==> config.mk <==
export PLATFORM = sky130hd
export DESIGN_NAME = gate_bist
export DESIGN_NICKNAME = d
export VERILOG_FILES = /design/src/rtl/gate_bist_pkg.sv /design/src/rtl/gate_bist_golden.sv /design/src/rtl/gate_bist.sv
export SDC_FILE = /design/constraint.sdc
export NUM_CORES = 1
export LEC_CHECK = 0
export ABC_AREA = 1
export CORE_MARGIN = 3
export CORE_UTILIZATION = 50
export CTS_CLUSTER_DIAMETER = 50
export DETAILED_ROUTE_END_ITERATION = 12
export PLACE_DENSITY = 0.75
export SLEW_MARGIN = 20
export SYNTH_ARGS = -nofsm -noshare
export SYNTH_HDL_FRONTEND = slang
export SYNTH_SLANG_ARGS = --single-unit
==> constraint.sdc <==
create_clock -name clk_in -period 5.1 [get_ports clk_in]
set_input_delay 1.02 -clock clk_in [delete_from_list [all_inputs] [get_ports clk_in]]
set_output_delay 1.02 -clock clk_in [all_outputs]
set_load 0.01 [all_outputs]
==> src/rtl/gate_bist_pkg.sv <==
// gate_bist_pkg: shared types and helpers for the gate-block self-test.
//   - state_e     : BIST sequencer states
//   - *_B         : bit positions of each gate output inside the 8-bit obs word
//   - expected_obs: golden obs word for a 2-bit {a,b} vector
//   - popcount8   : number of set bits in an 8-bit word
package gate_bist_pkg;

  typedef enum logic [1:0] {
    ST_IDLE   = 2'd0,
    ST_SETTLE = 2'd1,
    ST_CHECK  = 2'd2,
    ST_DONE   = 2'd3
  } state_e;

  localparam int ANOT_B = 7;
  localparam int BNOT_B = 6;
  localparam int AND_B  = 5;
  localparam int NAND_B = 4;
  localparam int NOR_B  = 3;
  localparam int OR_B   = 2;
  localparam int XOR_B  = 1;
  localparam int XNOR_B = 0;

  localparam logic [1:0] VEC_LAST = 2'd3;

  // Golden obs word, built from the gate equations so the bit map and the
  // expected values cannot drift apart: 00->D9, 01->96, 10->56, 11->25.
  function automatic logic [7:0] expected_obs(input logic [1:0] vec);
    logic       a_s;
    logic       b_s;
    logic [7:0] exp_s;
    a_s            = vec[1];
    b_s            = vec[0];
    exp_s          = 8'h00;
    exp_s[ANOT_B]  = ~a_s;
    exp_s[BNOT_B]  = ~b_s;
    exp_s[AND_B]   = a_s & b_s;
    exp_s[NAND_B]  = ~(a_s & b_s);
    exp_s[NOR_B]   = ~(a_s | b_s);
    exp_s[OR_B]    = a_s | b_s;
    exp_s[XOR_B]   = a_s ^ b_s;
    exp_s[XNOR_B]  = ~(a_s ^ b_s);
    return exp_s;
  endfunction

  function automatic logic [3:0] popcount8(input logic [7:0] word);
    logic [3:0] cnt_s;
    cnt_s = 4'd0;
    for (int i = 0; i < 8; i++) begin
      cnt_s = cnt_s + {3'd0, word[i]};
    end
    return cnt_s;
  endfunction

endpackage

==> src/rtl/gate_bist_golden.sv <==
// gate_bist_golden: combinational compare stage.
//   vec      : current {a,b} stimulus vector (a is MSB)
//   obs      : sampled gate-block outputs
//   mask     : per-bit compare enable; masked bits never mismatch
//   mism     : (obs ^ expected) & mask
//   mism_cnt : number of mismatching bits (0..8)
module gate_bist_golden
  import gate_bist_pkg::*;
(
  input  logic [1:0] vec,
  input  logic [7:0] obs,
  input  logic [7:0] mask,
  output logic [7:0] mism,
  output logic [3:0] mism_cnt
);

  logic [7:0] expected_s;

  // Golden lookup, masked difference and its bit count.
  always_comb begin
    expected_s = expected_obs(vec);
    mism       = (obs ^ expected_s) & mask;
    mism_cnt   = popcount8(mism);
  end

endmodule

==> src/rtl/gate_bist.sv <==
// gate_bist: BIST initiator for the two-input basic-gate block.
//   clk_in, rst_n_in   : clock, async active-low reset
//   start_in           : run request, honoured only while idle
//   a_out, b_out       : stimulus to the gate block (vector order 00,01,10,11)
//   obs_in             : gate outputs {anot,bnot,and,nand,nor,or,xor,xnor}
//   busy_out           : high from start acceptance through the DONE cycle
//   done_out           : one-cycle pulse at run end
//   pass_out           : last completed run had no mismatching bits
//   err_cnt_out        : saturating count of mismatching bits
//   fail_vec_out       : bit i set when vector i had any mismatch
//   first_fail_obs_out : obs_in captured at the first failing check
module gate_bist
  import gate_bist_pkg::*;
#(
  parameter int         SETTLE_CYCLES = 2,
  parameter int         ERR_CNT_W     = 6,
  parameter logic [7:0] CHECK_MASK    = 8'hFF
) (
  input  logic                 clk_in,
  input  logic                 rst_n_in,
  input  logic                 start_in,
  output logic                 a_out,
  output logic                 b_out,
  input  logic [7:0]           obs_in,
  output logic                 busy_out,
  output logic                 done_out,
  output logic                 pass_out,
  output logic [ERR_CNT_W-1:0] err_cnt_out,
  output logic [3:0]           fail_vec_out,
  output logic [7:0]           first_fail_obs_out
);

  if (SETTLE_CYCLES < 1 || SETTLE_CYCLES > 15) begin : g_bad_settle
    $error("gate_bist: SETTLE_CYCLES must be within 1..15");
  end
  if (ERR_CNT_W < 3 || ERR_CNT_W > 8) begin : g_bad_err_w
    $error("gate_bist: ERR_CNT_W must be within 3..8");
  end

  localparam logic [3:0] SETTLE_LAST = 4'(SETTLE_CYCLES - 1);

  state_e                 state_r;
  state_e                 state_nxt_s;
  logic [1:0]             vec_idx_r;
  logic [3:0]             settle_cnt_r;
  logic                   a_r;
  logic                   b_r;
  logic                   busy_r;
  logic                   done_r;
  logic                   pass_r;
  logic [ERR_CNT_W-1:0]   err_cnt_r;
  logic [3:0]             fail_vec_r;
  logic [7:0]             first_fail_r;
  logic [7:0]             mism_s;
  logic [3:0]             mism_cnt_s;
  logic [ERR_CNT_W+3:0]   err_sum_s;
  logic [ERR_CNT_W-1:0]   err_nxt_s;
  logic [1:0]             vec_inc_s;

  gate_bist_golden u_golden (
    .vec      (vec_idx_r),
    .obs      (obs_in),
    .mask     (CHECK_MASK),
    .mism     (mism_s),
    .mism_cnt (mism_cnt_s)
  );

  // Saturating accumulate: widen before adding so the clamp sees overflow.
  always_comb begin
    err_sum_s = {4'd0, err_cnt_r} + {{ERR_CNT_W{1'b0}}, mism_cnt_s};
    vec_inc_s = vec_idx_r + 2'd1;
    if (err_sum_s > {4'd0, {ERR_CNT_W{1'b1}}}) begin
      err_nxt_s = {ERR_CNT_W{1'b1}};
    end else begin
      err_nxt_s = err_sum_s[ERR_CNT_W-1:0];
    end
  end

  // Next-state decode of the run sequencer.
  always_comb begin
    state_nxt_s = state_r;
    case (state_r)
      ST_IDLE: begin
        if (start_in) begin
          state_nxt_s = ST_SETTLE;
        end else begin
          state_nxt_s = ST_IDLE;
        end
      end
      ST_SETTLE: begin
        if (settle_cnt_r == SETTLE_LAST) begin
          state_nxt_s = ST_CHECK;
        end else begin
          state_nxt_s = ST_SETTLE;
        end
      end
      ST_CHECK: begin
        if (vec_idx_r == VEC_LAST) begin
          state_nxt_s = ST_DONE;
        end else begin
          state_nxt_s = ST_SETTLE;
        end
      end
      ST_DONE:  state_nxt_s = ST_IDLE;
      default:  state_nxt_s = ST_IDLE;
    endcase
  end

  // Sequencer state register.
  always_ff @(posedge clk_in or negedge rst_n_in) begin
    if (!rst_n_in) begin
      state_r <= ST_IDLE;
    end else begin
      state_r <= state_nxt_s;
    end
  end

  // Stimulus, counters and result registers; all outputs come from here.
  always_ff @(posedge clk_in or negedge rst_n_in) begin
    if (!rst_n_in) begin
      vec_idx_r    <= 2'd0;
      settle_cnt_r <= 4'd0;
      a_r          <= 1'b0;
      b_r          <= 1'b0;
      busy_r       <= 1'b0;
      done_r       <= 1'b0;
      pass_r       <= 1'b0;
      err_cnt_r    <= {ERR_CNT_W{1'b0}};
      fail_vec_r   <= 4'd0;
      first_fail_r <= 8'h00;
    end else begin
      case (state_r)
        ST_IDLE: begin
          done_r <= 1'b0;
          if (start_in) begin
            busy_r       <= 1'b1;
            pass_r       <= 1'b0;
            err_cnt_r    <= {ERR_CNT_W{1'b0}};
            fail_vec_r   <= 4'd0;
            first_fail_r <= 8'h00;
            vec_idx_r    <= 2'd0;
            settle_cnt_r <= 4'd0;
            a_r          <= 1'b0;
            b_r          <= 1'b0;
          end
        end
        ST_SETTLE: begin
          if (settle_cnt_r == SETTLE_LAST) begin
            settle_cnt_r <= 4'd0;
          end else begin
            settle_cnt_r <= settle_cnt_r + 4'd1;
          end
        end
        ST_CHECK: begin
          err_cnt_r <= err_nxt_s;
          if (mism_s != 8'h00) begin
            fail_vec_r[vec_idx_r] <= 1'b1;
            // No earlier vector failed this run -> this is the first failure.
            if (fail_vec_r == 4'd0) begin
              first_fail_r <= obs_in;
            end
          end
          if (vec_idx_r == VEC_LAST) begin
            done_r <= 1'b1;
            pass_r <= (err_nxt_s == {ERR_CNT_W{1'b0}});
            a_r    <= 1'b0;
            b_r    <= 1'b0;
          end else begin
            vec_idx_r <= vec_inc_s;
            a_r       <= vec_inc_s[1];
            b_r       <= vec_inc_s[0];
          end
        end
        ST_DONE: begin
          done_r <= 1'b0;
          busy_r <= 1'b0;
        end
        default: begin
          done_r <= 1'b0;
          busy_r <= 1'b0;
        end
      endcase
    end
  end

  assign a_out              = a_r;
  assign b_out              = b_r;
  assign busy_out           = busy_r;
  assign done_out           = done_r;
  assign pass_out           = pass_r;
  assign err_cnt_out        = err_cnt_r;
  assign fail_vec_out       = fail_vec_r;
  assign first_fail_obs_out = first_fail_r;

endmodule
* Word-level counts from Yosys, hierarchy flattened
Index checks and enable logic that the tools add are counted.
** Word-level totals
- Register bits :: 31
- Input port bits :: 11
- Output and inout bits :: 23
- Logic and storage cells :: 94
** Operators by class
- $add $sub $neg :: 10
- Magnitude comparators :: 3
- Equality and inequality tests :: 10
- Mux-type cells :: 32
- Bitwise logic cells :: 10
- Reductions and logical operators :: 18
** Operators with widths (number)
- 4-bit by 1-bit adder with 4-bit output :: 6
- 8-bit two-way mux :: 3
- 4-bit one-hot mux with 2 select lines :: 2
- 8-bit one-hot mux with 2 select lines :: 1
- 4-bit two-way mux :: 3
- 6-bit two-way mux :: 2
- 6-bit one-hot mux with 2 select lines :: 1
- 2-bit != test (second input constant) :: 5
- 1-bit one-hot mux with 2 select lines :: 5
- 3-bit AND reduction :: 3
- 1-bit two-way mux :: 8
- 2-bit two-way mux :: 4
- 2-bit one-hot mux with 4 select lines :: 1
- 2-bit AND reduction :: 4
- 2-bit nonzero test :: 4
- 8-bit nonzero test :: 1
- 8-bit bitwise XOR :: 1
- 6-bit by 4-bit adder with 7-bit output :: 1
- 7-bit by 6-bit greater-than comparator with 1-bit output (second input constant) :: 1
- 2-bit == test (second input constant) :: 3
- 6-bit logical NOT :: 1
- 1-bit NOT :: 5
- 4-bit by 1-bit adder with 4-bit output (second input constant) :: 1
- 4-bit by 1-bit == test with 1-bit output (second input constant) :: 1
- other kinds (16) :: 16

* Longest topological paths before layout
Gate-level depths: netlist of the first run.
- Word-level depth :: 16
- Depth in mapped cells :: 24
- Mapped depth without buffers :: 24

* Modules after synthesis
Synthesis of the first run repeated with hierarchy kept, for this count alone.
** Second synthesis, totals
- Cells, all modules :: 283
- Area total of the unflattened synthesis :: 2173.3 um^2
** Modules (own cells, without submodules)
- gate_bist :: instances 1, cells an instance 220, area an instance 1809.2 um^2, sequential area each 775.7 um^2
- gate_bist_golden :: instances 1, cells an instance 63, area an instance 364.1 um^2, sequential area each 0.0 um^2

* Worst setup path after synthesis of the first run
OpenSTA, ideal clock, no wires.
- Path kind :: in2reg
- Start point :: in obs_in[2]
- End point :: reg pass_r, in the netlist pass_out
- Library setup time :: 66 ps
- Arrival time :: 4246 ps
- Required time :: 5034 ps
- Slack :: 788 ps
- Stages on the path :: 15
- Path buffers :: 0
- Cells stage by stage :: inv_1 -> nand2_1 -> nand2_1 -> inv_1 -> fa_1 -> inv_1 -> fa_1 -> fa_1 -> fa_1 -> inv_1 -> fa_1 -> or2_2 -> a21oi_1 -> nand3_1 -> nand2_1
** On the way
- Longest elaborated chain between the ends :: 13
** RTL lines
- start, declared :: RTL line gate_bist.sv:24 : input logic [7:0] obs_in,
- 8-bit bitwise XOR * :: RTL line gate_bist_golden.sv:22 : mism = (obs ^ expected_s) & mask;
- 4-bit by 1-bit adder with 4-bit output * (6 in series) :: RTL line gate_bist_pkg.sv:50 : cnt_s = cnt_s + {3'd0, word[i]};
- 6-bit by 4-bit adder with 7-bit output * :: RTL line gate_bist.sv:70 : err_sum_s = {4'd0, err_cnt_r} + {{ERR_CNT_W{1'b0}}, mism_cnt_s};
- 7-bit by 6-bit greater-than comparator with 1-bit output :: RTL line gate_bist.sv:72 : if (err_sum_s > {4'd0, {ERR_CNT_W{1'b1}}}) begin
- 6-bit two-way mux * :: RTL line gate_bist.sv:72
- 6-bit logical NOT * :: RTL line gate_bist.sv:165 : pass_r <= (err_nxt_s == {ERR_CNT_W{1'b0}});
- 1-bit two-way mux * :: RTL line gate_bist.sv:163 : if (vec_idx_r == VEC_LAST) begin
- 1-bit one-hot mux with 2 select lines * :: RTL line gate_bist.sv:132 : case (state_r)
- end signal, assigned :: RTL line gate_bist.sv:165
- end, declared :: RTL line gate_bist.sv:50 : logic pass_r;
Mark *: on every way between the ends. The rest lies on a longest branch, timed or not. The select of a mux whose other input is x is not followed.
A chain may end at the register's enable or synchronous reset.

* Final worst setup path of the first run
- Start point :: in obs_in[1]
- End point :: reg pass_r, in the netlist pass_out
** On the way
- Longest elaborated chain between the ends :: 14
** RTL lines (RTL line)
- 8-bit bitwise XOR * :: gate_bist_golden.sv:22
- 1-bit by 1-bit adder with 2-bit output * :: gate_bist_pkg.sv:50
- 4-bit by 1-bit adder with 4-bit output * (6 in series) :: gate_bist_pkg.sv:50
- 6-bit by 4-bit adder with 7-bit output * :: gate_bist.sv:70
- 7-bit by 6-bit greater-than comparator with 1-bit output :: gate_bist.sv:72
- 6-bit two-way mux * :: gate_bist.sv:72
- 6-bit logical NOT * :: gate_bist.sv:165
- 1-bit two-way mux * :: gate_bist.sv:163
- 1-bit one-hot mux with 2 select lines * :: gate_bist.sv:132
Marks and branches as above.

==> results.md, run 1 <==
* Reg area at 775.7 sq um
* Root Buffer: clkbuf_8
* Critical Path Start Type: input pin
* Inserted Clock Buffers at 5
* Post-CTS setup buffer count at 0
* P_leak at 1.391 nW
* Initial core utilization at 53.33%
* Fin Clk Skew at between 0.0015 and 0.002 ns
* Cell Pwr Density at 424.5 nW/um^2
* Syn avg cell area at 7.727 sq um
* Most numerous cell on the critical path: fa_1
* Post-CTS Hold Fix Bufs at 0
* RR Startpoint: vec_idx_r[0]$_DFFE_PN0P_
* Kind of critical path: in -> reg
* Post-DRT Antenna Nets at 0
* Least-Margin Pin Slew at 0.6472 ns
* Synth top cells by count: 83 x nand2_1, 46 x inv_1, 31 x dfrtp_1, 16 x ha_1, 15 x nand3_1
* Cell variety after synth at 28
* Final Max Slew Viols at 0
* Cell taking the most area after synthesis: dfrtp_1
* Crit Path Max Fanout at 4
* Start point of the critical path: obs_in[1]
* Hold EP: first_fail_obs_out[0]$_DFFE_PN0P_
* Flop-to-flop setup slack at 0.79 ns
* Pin count of the biggest net entering global routing at 32
* Total track usage at about a fifth
* Clock latency on the worst-skew pair at 0.29 ns
* Final net count at about 350
* Worst Path Required at between 5 and 6 ns
* Period minus WS final at 4.706 ns
* Post-CTS Resized at 0
* Crit path cell chain: clkdlybuf4s50_1 -> xnor2_1 -> fa_1 -> inv_1 -> fa_1 -> fa_1 -> fa_1 -> inv_1 -> fa_1 -> or2_2 -> a21oi_1 -> nand3_1 -> nand2_1
* Drc violations at 0
* Layout cells sized above 1 at 12.42%
* Hold depth at 2
* Final Cycle Share at 92.27%
* Outcome: finished, final reports clean
* Clk sinks at 31
* Dpl cell area at around 2600 sq um
* Design area at about 2700 sq um
* Max_cap viols at 0
* Mapped Area at 2195 sq um
* Final WL at 4800 um
* Wire length per cell at 12.90 um
* Seq/Total Area, Yosys at 35.35%
* Async SR Flop Fraction at 100.0%
* Tot Pwr at between 1 and 1.5 mW
* Clock slew at the register clock pins of the worst setup and hold paths at roughly 0.070 ns
* Fmax at 212.5 MHz
* FP Rows at 23
* Buffers on Ports at 33
* Vias in the first global route at 1879
* Worst R2R Path Depth at 17
* CTS tree: built
* Top Ports at 34
* Cell count after synthesis at roughly 280
* Fin. Hold Viols at 0
* Hpwl dp at 3569 um
* Synth Register Bits at 31
* Global-route wire length before repair at 8300 um
* CP endpoint kind: flop
* Max Root-Sink Buffers at 2
* HP Class: reg -> reg
* Top_reg_cell synth: dfrtp_1
* GRT overflow at 0
* Slew margin rel. at 56.85%
* Syn Nets at 316
* Largest cells by area after synthesis: dfrtp_1 35%, nand2_1 14%, ha_1 9.1%, inv_1 7.9%, fa_1 4.6%
* RR Endpoint: pass_out$_DFFE_PN0P_
* CP Data Arrival Time at ~4.9 ns
* Core area at 4115 sq um
* Inserted Diodes at 0
* Via count at ~1900
* GPL Wtd Cong at 0.8981
* Multi-input gate area at about 1200 sq um
* Initial antenna violation count at 0
* Fillcell total at between 300 and 400
* Max rail drop VDD at 0.3010 mV
* Drt initial violations at just under 90
* Setup tns final at 0 ns
* Hold_sp: first_fail_obs_out[0]$_DFFE_PN0P_
* Most common cell in the synthesized netlist: nand2_1
* Via-to-Cell Ratio at 5.040
* Area growth from synthesis to layout at 21.89%
* Post-synth EDFFs at 0
* Post-layout util at 65.00%
* Die area at 5220 sq um
* Drt pass-1 iters at 5
* Setup violations, final at 0
* Die X-Extent at 72.25 um
* Share of the synthesized area in the top cell type at 35.35%
* CTS HTree Levels at 2
* RSZ-0062 raised after global routing: false
* Critical-path top delay cell: fa_1
* Warning count from the yosys run at 0
* Die Y at around 72 um
* Largest stage delay, worst path at between 0.5 and 0.6 ns
state kept, by name, indices dropped and copies added, names as in the netlist:
name / cells
vec_idx_r: 2
state_r: 2
busy_out: 1
pass_out: 1
a_out: 1
first_fail_obs_out: 8
b_out: 1
err_cnt_out: 6
settle_cnt_r: 4
done_out: 1
fail_vec_out: 4
final cells by class:
| class | instances | share of cell area [%] |
|---|---|---|
| inverter | 53 | 7.437 |
| timing repair buffer | 34 | 12.63 |
| multi-input combinational | 196 | 44.85 |
| sequential | 31 | 29.00 |
| clock buffer | 8 | 3.742 |
| tap | 50 | 2.339 |
layer usage:
layer | GRT usage [%] | share of wire, % | wire length (um)
met5 | 0 | 0 | 0
met2 | 33.77 | 48 | 2295
met3 | 3.601 | 4.6 | 221
met4 | 9.395 | 1.7 | 82
met1 | 25.66 | 46 | 2201
per-stage QoR:
stage | instances | worst slack [ns] | hold slack, ns
4_1_cts | 372 | 0.3897 | 0.4748
3_3_place_gp | 364 | 0.1420 | 0.4536
3_5_place_dp | 364 | 0.07467 | 0.4583
6_report | 372 | 0.3941 | 0.4700
2_1_floorplan | 284 | 0.7883 | 0.5078
5_1_grt | 372 | 0.1138 | 0.4864
power by group:
part,switching [mW],internal [mW],total [mW]
Sequential,0.0365,0.286,0.323
Clock,0.0952,0.123,0.218
Combinational,0.362,0.233,0.595
worst max path at each step:
stage | slack, ns | end | cells past startpoint
floorplan | 0.79 | pass_out$_DFFE_PN0P_ | 15
global placement | 0.14 | pass_out$_DFFE_PN0P_ | 13
detailed placement | 0.07 | pass_out$_DFFE_PN0P_ | 13
CTS | 0.39 | pass_out$_DFFE_PN0P_ | 13
global route | 0.11 | pass_out$_DFFE_PN0P_ | 18
finish | 0.39 | pass_out$_DFFE_PN0P_ | 13
worst max-delay path: cells and delay by family:
| family | cells | cell delay [ns] |
|---|---|---|
| and+or+nand+nor | 3 | 0.45 |
| AOI/OAI and AO/OA | 1 | 0.21 |
| xor gates and xnor gates | 1 | 0.18 |
| buffers and inverters | 3 | 0.63 |
| adders and majority gates | 5 | 2.46 |
logic make-up after synthesis:
logic type	synth area share [%]
AND/OR/NAND/NOR	30.44
buffers and inverters	9.977
flip-flops	35.35
AO/OA/AOI/OAI	8.552
adder cells (fa/ha/maj)	13.68
XOR/XNOR	1.995
cell usage in the layout (no fill, tap or decap):
cell,count
nor2_4,3
clkbuf_8,7
o21ai_2,4
nor2_1,13
a21oi_4,1
ha_1,16
o21ai_0,13
clkbuf_1,1
inv_1,46
inv_2,7
fa_1,5
nand3_1,15
clkdlybuf4s50_1,33
dfrtp_1,31
a21oi_1,2
xor2_1,1
o21ai_1,4
nand4_1,9
buf_4,1
o32ai_1,1
o22ai_1,4
or2_2,1
xnor2_1,4
nand2_2,13
nand3_4,2
nand2_8,1
nand2_1,83
a211oi_1,1
Note: power is estimated with default switching activity, not from simulation.
==> run 2: changes to the inputs <==
- CTS_CLUSTER_DIAMETER: 50 -> 100
==> results of run 2 <==
No change in the layout: final DEF, timing and power equal those of run 1.
